==> src/rtl/grouper_pkg.sv <==
// Shared definitions for the grouper word-buffer path.
//   word_writer_state : FSM states of the producer (word_writer)
//   WORD_TERM         : element value that terminates a word / the list;
//                       wide enough to be sliced to any element width.
package grouper_pkg;

  typedef enum logic [2:0] {
    IDLE,
    RECV,
    TERM_W,
    TERM_L,
    DONE
  } word_writer_state;

  localparam logic [63:0] WORD_TERM = '0;

endpackage

==> src/rtl/word_writer.sv <==
// word_writer: writes a valid/ready byte stream into a single-port SRAM as a
// zero-delimited word list (word bytes, 0x00, ..., final extra 0x00).
//   clk, rst_n   : clock (rising edge), asynchronous active-low reset
//   cs           : start pulse, honoured in IDLE/DONE only
//   in_valid/in_ready, in_data, in_eow, in_eol : byte stream handshake
//   mem_we/mem_addr/mem_din : registered SRAM write port
//   word_count   : words terminated so far
//   overflow     : sticky, list truncated for lack of space
//   bad_byte     : sticky, a 0x00 payload byte was dropped
//   done         : level, list terminator captured; held until next cs
module word_writer
  import grouper_pkg::*;
#(
  parameter int unsigned ADDR_WIDTH = 4,
  parameter int unsigned DATA_WIDTH = 8
) (
  input  logic                  clk,
  input  logic                  rst_n,
  input  logic                  cs,
  input  logic                  in_valid,
  input  logic [DATA_WIDTH-1:0] in_data,
  input  logic                  in_eow,
  input  logic                  in_eol,
  output logic                  in_ready,
  output logic                  mem_we,
  output logic [ADDR_WIDTH-1:0] mem_addr,
  output logic [DATA_WIDTH-1:0] mem_din,
  output logic [ADDR_WIDTH-1:0] word_count,
  output logic                  overflow,
  output logic                  bad_byte,
  output logic                  done
);

  localparam int unsigned DEPTH = 2 ** ADDR_WIDTH;
  // Last slot a payload byte may take: two slots stay reserved for the
  // word terminator and the list terminator.
  localparam logic [ADDR_WIDTH-1:0] LAST_DATA_ADDR = ADDR_WIDTH'(DEPTH - 3);
  localparam logic [ADDR_WIDTH-1:0] LAST_ADDR      = ADDR_WIDTH'(DEPTH - 1);
  localparam logic [DATA_WIDTH-1:0] TERM_BYTE      = DATA_WIDTH'(WORD_TERM);

  word_writer_state state, state_nxt;

  logic [ADDR_WIDTH-1:0] addr, addr_nxt;
  logic                  wlen_nz, wlen_nz_nxt;
  logic                  eol_lat, eol_lat_nxt;
  logic [ADDR_WIDTH-1:0] word_count_nxt;
  logic                  overflow_nxt, bad_byte_nxt, done_nxt;
  logic                  mem_we_nxt;
  logic [ADDR_WIDTH-1:0] mem_addr_nxt;
  logic [DATA_WIDTH-1:0] mem_din_nxt;

  assign in_ready = (state == RECV) && (addr <= LAST_DATA_ADDR);

  always_ff @(posedge clk or negedge rst_n) begin
    if (!rst_n) begin
      state      <= IDLE;
      addr       <= '0;
      wlen_nz    <= 1'b0;
      eol_lat    <= 1'b0;
      word_count <= '0;
      overflow   <= 1'b0;
      bad_byte   <= 1'b0;
      done       <= 1'b0;
      mem_we     <= 1'b0;
      mem_addr   <= '0;
      mem_din    <= '0;
    end else begin
      state      <= state_nxt;
      addr       <= addr_nxt;
      wlen_nz    <= wlen_nz_nxt;
      eol_lat    <= eol_lat_nxt;
      word_count <= word_count_nxt;
      overflow   <= overflow_nxt;
      bad_byte   <= bad_byte_nxt;
      done       <= done_nxt;
      mem_we     <= mem_we_nxt;
      mem_addr   <= mem_addr_nxt;
      mem_din    <= mem_din_nxt;
    end
  end

  always_comb begin
    state_nxt      = state;
    addr_nxt       = addr;
    wlen_nz_nxt    = wlen_nz;
    eol_lat_nxt    = eol_lat;
    word_count_nxt = word_count;
    overflow_nxt   = overflow;
    bad_byte_nxt   = bad_byte;
    done_nxt       = done;
    mem_we_nxt     = 1'b0;
    mem_addr_nxt   = mem_addr;
    mem_din_nxt    = mem_din;

    unique case (state)
      IDLE, DONE: begin
        if (cs) begin
          addr_nxt       = '0;
          wlen_nz_nxt    = 1'b0;
          eol_lat_nxt    = 1'b0;
          word_count_nxt = '0;
          overflow_nxt   = 1'b0;
          bad_byte_nxt   = 1'b0;
          done_nxt       = 1'b0;
          state_nxt      = RECV;
        end else if (state == DONE) begin
          // One cycle after the final write is driven, so the SRAM has
          // already captured the list terminator when done is seen.
          done_nxt = 1'b1;
        end
      end

      RECV: begin
        if (in_valid && (addr > LAST_DATA_ADDR)) begin
          // No room: refuse the byte and close the list cleanly.
          overflow_nxt = 1'b1;
          state_nxt    = wlen_nz ? TERM_W : TERM_L;
        end else if (in_valid) begin
          if (in_data != TERM_BYTE) begin
            mem_we_nxt   = 1'b1;
            mem_addr_nxt = addr;
            mem_din_nxt  = in_data;
            addr_nxt     = addr + 1'b1;
            wlen_nz_nxt  = 1'b1;
            if (in_eow || in_eol) begin
              state_nxt   = TERM_W;
              eol_lat_nxt = in_eol;
            end
          end else begin
            // A zero byte would read as a terminator; drop it but keep
            // its word/list flags so the list structure still closes.
            bad_byte_nxt = 1'b1;
            if ((in_eow || in_eol) && wlen_nz) begin
              state_nxt   = TERM_W;
              eol_lat_nxt = in_eol;
            end else if (in_eol) begin
              state_nxt = TERM_L;
            end
          end
        end
      end

      TERM_W: begin
        mem_we_nxt   = 1'b1;
        mem_addr_nxt = addr;
        mem_din_nxt  = TERM_BYTE;
        if (addr != LAST_ADDR) begin
          addr_nxt = addr + 1'b1;
        end
        word_count_nxt = word_count + 1'b1;
        wlen_nz_nxt    = 1'b0;
        state_nxt      = (eol_lat || overflow) ? TERM_L : RECV;
      end

      TERM_L: begin
        mem_we_nxt   = 1'b1;
        mem_addr_nxt = addr;
        mem_din_nxt  = TERM_BYTE;
        state_nxt    = DONE;
      end

      default: state_nxt = IDLE;
    endcase
  end

endmodule

==> config.mk <==
export PLATFORM = sky130hd
export DESIGN_NAME = word_writer
export DESIGN_NICKNAME = d
export VERILOG_FILES = /design/src/rtl/grouper_pkg.sv /design/src/rtl/word_writer.sv
export SDC_FILE = /design/constraint.sdc
export NUM_CORES = 1
export LEC_CHECK = 0
export CAP_MARGIN = 10
export CORE_UTILIZATION = 40
export DETAILED_ROUTE_END_ITERATION = 10
export PLACE_DENSITY = 0.65
export SYNTH_ARGS = -nofsm -noshare
export SYNTH_HDL_FRONTEND = slang
export SYNTH_SLANG_ARGS = --single-unit
==> constraint.sdc <==
create_clock -name clk -period 3.4 [get_ports clk]
set_input_delay 0.68 -clock clk [delete_from_list [all_inputs] [get_ports clk]]
set_output_delay 0.68 -clock clk [all_outputs]
set_load 0.01 [all_outputs]
### Word-level counts from Yosys, hierarchy flattened

Cells that the tools add are included.
W data, S select, Z words.

* output and inout port bits: 21
* input bits: 14
* register bits: 29

* reductions and logical operators: 23
* magnitude comparators: 2
* muxes and demuxes: 48
* add/sub/neg operators: 2
* equality and inequality tests: 17

Operator list (number)
* $mux W4: 8
* $mux W8: 3
* $mux W3: 7
* $mux W1: 19
* $pmux W4 S2: 2
* $pmux W8 S2: 1
* $pmux W3 S4: 1
* $pmux W4 S3: 1
* $reduce_and A6 Y1: 2
* $ne A2 B2 Y1 const B: 5
* $reduce_and A5 Y1: 2
* $add A4 B1 Y4 const B: 2
* $pmux W1 S2: 4
* $reduce_and A4 Y1: 2
* $reduce_bool A2 Y1: 4
* $reduce_bool A8 Y1: 1
* $eq A3 B2 Y1 const B: 2
* $ne A3 B2 Y1 const B: 2
* $ne A5 B2 Y1 const B: 1
* $gt A4 B4 Y1 const B: 1
* $le A4 B4 Y1 const B: 1
* $ne A2 B1 Y1 const B: 2
* $ne A4 B3 Y1 const B: 1
* $ne A4 B4 Y1 const B: 1
* 12 further kinds: 17

### Logic depth before layout (Yosys ltp)

* depth after elaboration: 7
* depth in mapped cells: 9
* depth with buffers taken out: 8

### Least setup slack after synthesis

No wires, ideal clock.

* kind: in2reg
* start point: input port in_data[1]
* end point: register mem_din[0]
* path buffers: 1
* path slack: 1.519 ns
* stages: 7
* arrival: 1.764 ns
* data required time: 3.283 ns
* cell sequence: nor4_1 -> a211oi_2 -> a21oi_2 -> inv_2 -> buf_6 -> nand3_1 -> nand2_1

* cells in the longest elaborated chain, start to end: 3

RTL lines
* start: declaration: line word_writer.sv:21 `input logic [DATA_WIDTH-1:0] in_data,`
* $reduce_bool A8 Y1: line word_writer.sv:119 `if (in_data != TERM_BYTE) begin`
* $ne A2 B1 Y1 (no line)
* $reduce_and A4 Y1 (no line)
* end signal: assignment: line word_writer.sv:78 `mem_din <= mem_din_nxt;`
* end: declaration: line word_writer.sv:27 `output logic [DATA_WIDTH-1:0] mem_din,`

Every way passes these cells.
A chain may end at the register's enable or synchronous reset.

### Worst setup path in the final report

* start point: register state[0]
* end point: output port in_ready

* cells in the longest elaborated chain, start to end: 2

RTL lines
* start: declaration: line word_writer.sv:41 `word_writer_state state, state_nxt;`
* start signal: assignment: line word_writer.sv:68 `state <= state_nxt;`
* $eq A3 B1 Y1: line word_writer.sv:52 `assign in_ready = (state == RECV) && (addr <= LAST_DATA_ADDR);`
* $logic_and A1 B1 Y1: line word_writer.sv:52
* end: declaration: line word_writer.sv:24 `output logic in_ready,`

Every way passes these cells.

==> metrics.md <==
| Metric | Value |
|---|---|
| Critical path fanouts, max | `12` |
| Ys Warns | `0` |
| FF+latch count, synth | `29` |
| Vias | `about 1.3k` |
| First-pass GRT wire length | `6040 um` |
| Cells after DPL | `237` |
| # port buffers | `34` |
| Final core occ | `0.561` |
| Setup crit end kind | `primary output` |
| CP required | `roughly 2700 ps` |
| Num ports | `35` |
| Tightest Pin Transition | `between 600 and 700 ps` |
| Clock buffer depth | `2` |
| Tmin final | `roughly 2800 ps` |
| Worst setup margin | `561 ps` |
| Worst Skew | `approximately 4.2 ps` |
| Multi-input gate area | `721 um^2` |
| FILL cells | `341` |
| Peak supply drop | `332 uV` |
| Syn nets | `181` |
| Number of library cell types mapped by synthesis | `39` |
| Pre-CTS setup slack | `509 ps` |
| # H-tree levels | `2` |
| Peak Freq | `between 300 and 400 MHz` |
| Fin. max-slew vios | `0` |
| Type of origin of the critical path | `flip-flop` |
| Yosys top cell area share | `0.484` |
| Synthesized area | `1500 um^2` |
| Crit Path Category | `reg2out` |
| Final setup fails | `0` |
| Initial DRT Pass Iterations | `4` |
| Post-synth EDFFs | `0` |
| Antenna cells | `0` |
| Lkg Pwr | `slightly below 0.9 nW` |
| Ranking of synthesized cells by area | `dfrtp_1, nand2_1, nor2_1` |
| Vias in the first global route | `approximately 1.3k` |
| Buf/Inv on CP | `1` |
| Largest net degree at the start of global routing | `30` |
| Slew HR | `0.586` |
| Seq/Total Area, Yosys | `0.484` |
| Fin cells | `245` |
| Clock Sinks | `29` |
| CTS tree | `done` |
| Ys flop type | `dfrtp_1` |
| Max-Cap Viols | `0` |
| Site Rows | `21` |
| Post-layout nets | `~220` |
| Antenna violations before repair | `0` |
| Routability cong. | `around 0.9` |
| Seq. cell area | `~730 um^2` |
| Share of layout cells above drive strength 1 | `0.0704` |
| Synth-to-Final Area Change | `29.8%` |
| PD cells | `832 nW/um^2` |
| Endpoints failing hold | `0` |
| Post-cts sizing count | `0` |
| Chip Width | `63.2 um` |
| Worst-path clk slew | `60 ps` |
| CP arrival | `2160 ps` |
| Fin crit share | `0.835` |
| Initial Utilization | `0.433` |
| Unrepaired setup endpoints after global routing | `false` |
| Wire per inst | `between 10 and 15 um` |
| Final wirelength | `approximately 3400 um` |
| Post-Syn Area per Cell | `between 9 and 10 um^2` |
| Setup bufs post-CTS | `0` |
| Most common library cell in the layout ignoring fill and taps | `clkdlybuf4s50_1` |
| Inserted Clock Buffers | `5` |
| Most frequent cells in the layout | `clkdlybuf4s50_1, nand2_1, dfrtp_1` |
| CTS Hold Buffers Added | `0` |
| Setup tns final | `0 ps` |
| Yosys top cell by area | `dfrtp_1` |
| Antenna viol nets, final | `0` |
| Longest individual stage delay on the worst path | `540 ps` |
| Core ar. | `roughly 3500 um^2` |
| Pwr Total | `1.62 mW` |
| Gr ovfl total | `0` |
| Async S/R FF share, synth | `1.00` |
| Gr usage total | `0.196` |
| Slowest CP cell | `dfrtp_1` |
| Vias/cell | `5.43` |
| CP top delay family | `simple AND/OR/NAND/NOR gates` |
| CP Cell Sequence | `nor2b_1, nand2b_1, nor2_1, clkdlybuf4s50_1` |
| Worst hold path type | `reg2reg` |
| Die Y | `63.2 um` |
| # DRC | `0` |
| Syn Inst Count | `163` |
| Outcome | `completed` |
| Die ar. | `~4000 um^2` |
| Clock Tree Root | `clkbuf_8` |
| Post-DP HPWL | `2440 um` |
| DR iter-0 viols | `53` |
| Clk_lat worst skew | `280 ps` |
-- cells in the mapped netlist (2+ instances only) --
master / number
a31oi_1: 2
clkbuf_1: 3
mux2_2: 2
nor3_1: 2
inv_1: 3
nor2_1: 14
nor2b_1: 4
o221ai_1: 2
a22o_1: 6
nand3_1: 10
nand2_1: 32
o21ai_0: 7
ha_1: 4
nor4_1: 2
a21oi_1: 10
nand2b_1: 7
dfrtp_1: 29
and3_1: 2
mux2i_1: 2
-- path summary, 6_finish.rpt --
check / from / to / slack, ps / cells after the start
min in group asynchronous: rst_n / mem_din[6] / 790 / 2
max in group asynchronous: rst_n / word_count[3] / 2340 / 2
hold reg to reg: mem_din[5] / mem_din[5] / 460 / 2
hold / removal: mem_din[5] / mem_din[5] / 460 / 2
setup reg to reg: addr[0] / mem_din[2] / 1160 / 8
setup / recovery: state[0] / in_ready / 560 / 4
-- kinds of logic after synthesis --
group / Yosys count / synth area share
AOI/OAI and AO/OA: 37 / 0.170
DFF: 29 / 0.484
adders and majority gates: 4 / 0.0334
and+or+nand+nor: 77 / 0.243
muxes: 4 / 0.0284
buffers and inverters: 11 / 0.0359
xor gates and xnor gates: 1 / 0.00584
-- flip-flops by register name (all words and copies together), names as in the netlist, 3 cells and up --
signal / flops
mem_addr: 4
word_count: 4
state: 3
mem_din: 8
addr: 4
-- through the flow --
step	instance area (um^2)	hold slack, ps
after floorplan	1500	384
after global placement	1870	453
after detailed placement	1870	456
after CTS	1950	469
after global routing	1950	496
final	1950	461
-- area by class of cell --
type | count | area share
clock buffers | 8 | 0.0411
repair buffers | 35 | 0.179
well taps | 46 | 0.0296
flip-flops and latches | 29 | 0.373
inverters | 4 | 0.00771
multi-input cells | 123 | 0.370
-- where the power goes --
| group | total [mW] | switching, mW | internal, mW |
|---|---|---|---|
| sequential | 0.607 | 0.139 | 0.468 |
| clock | 0.265 | 0.120 | 0.145 |
| combinational | 0.748 | 0.386 | 0.362 |
| total | 1.62 | 0.644 | 0.975 |
-- per-layer routing --
metal  vias to the layer above  wire [um]  global-route usage  share of wire
li1                        639          -                   -              -
met2                        42       1580               0.306           0.47
met1                       644       1530               0.238           0.45
met5                         -          0                   0              0
met3                         6        193              0.0670          0.057
met4                         0         65              0.0994          0.019
-- worst register-to-register path, cell delays in order (launching register included) --
cell	delay (ps)
dfrtp_1	390
inv_1	90
ha_1	210
and4bb_4	390
a211oi_2	80
a21oi_2	540
inv_2	210
nand3_1	150
nand2_1	60
Note: power is estimated with default switching activity, not from simulation.
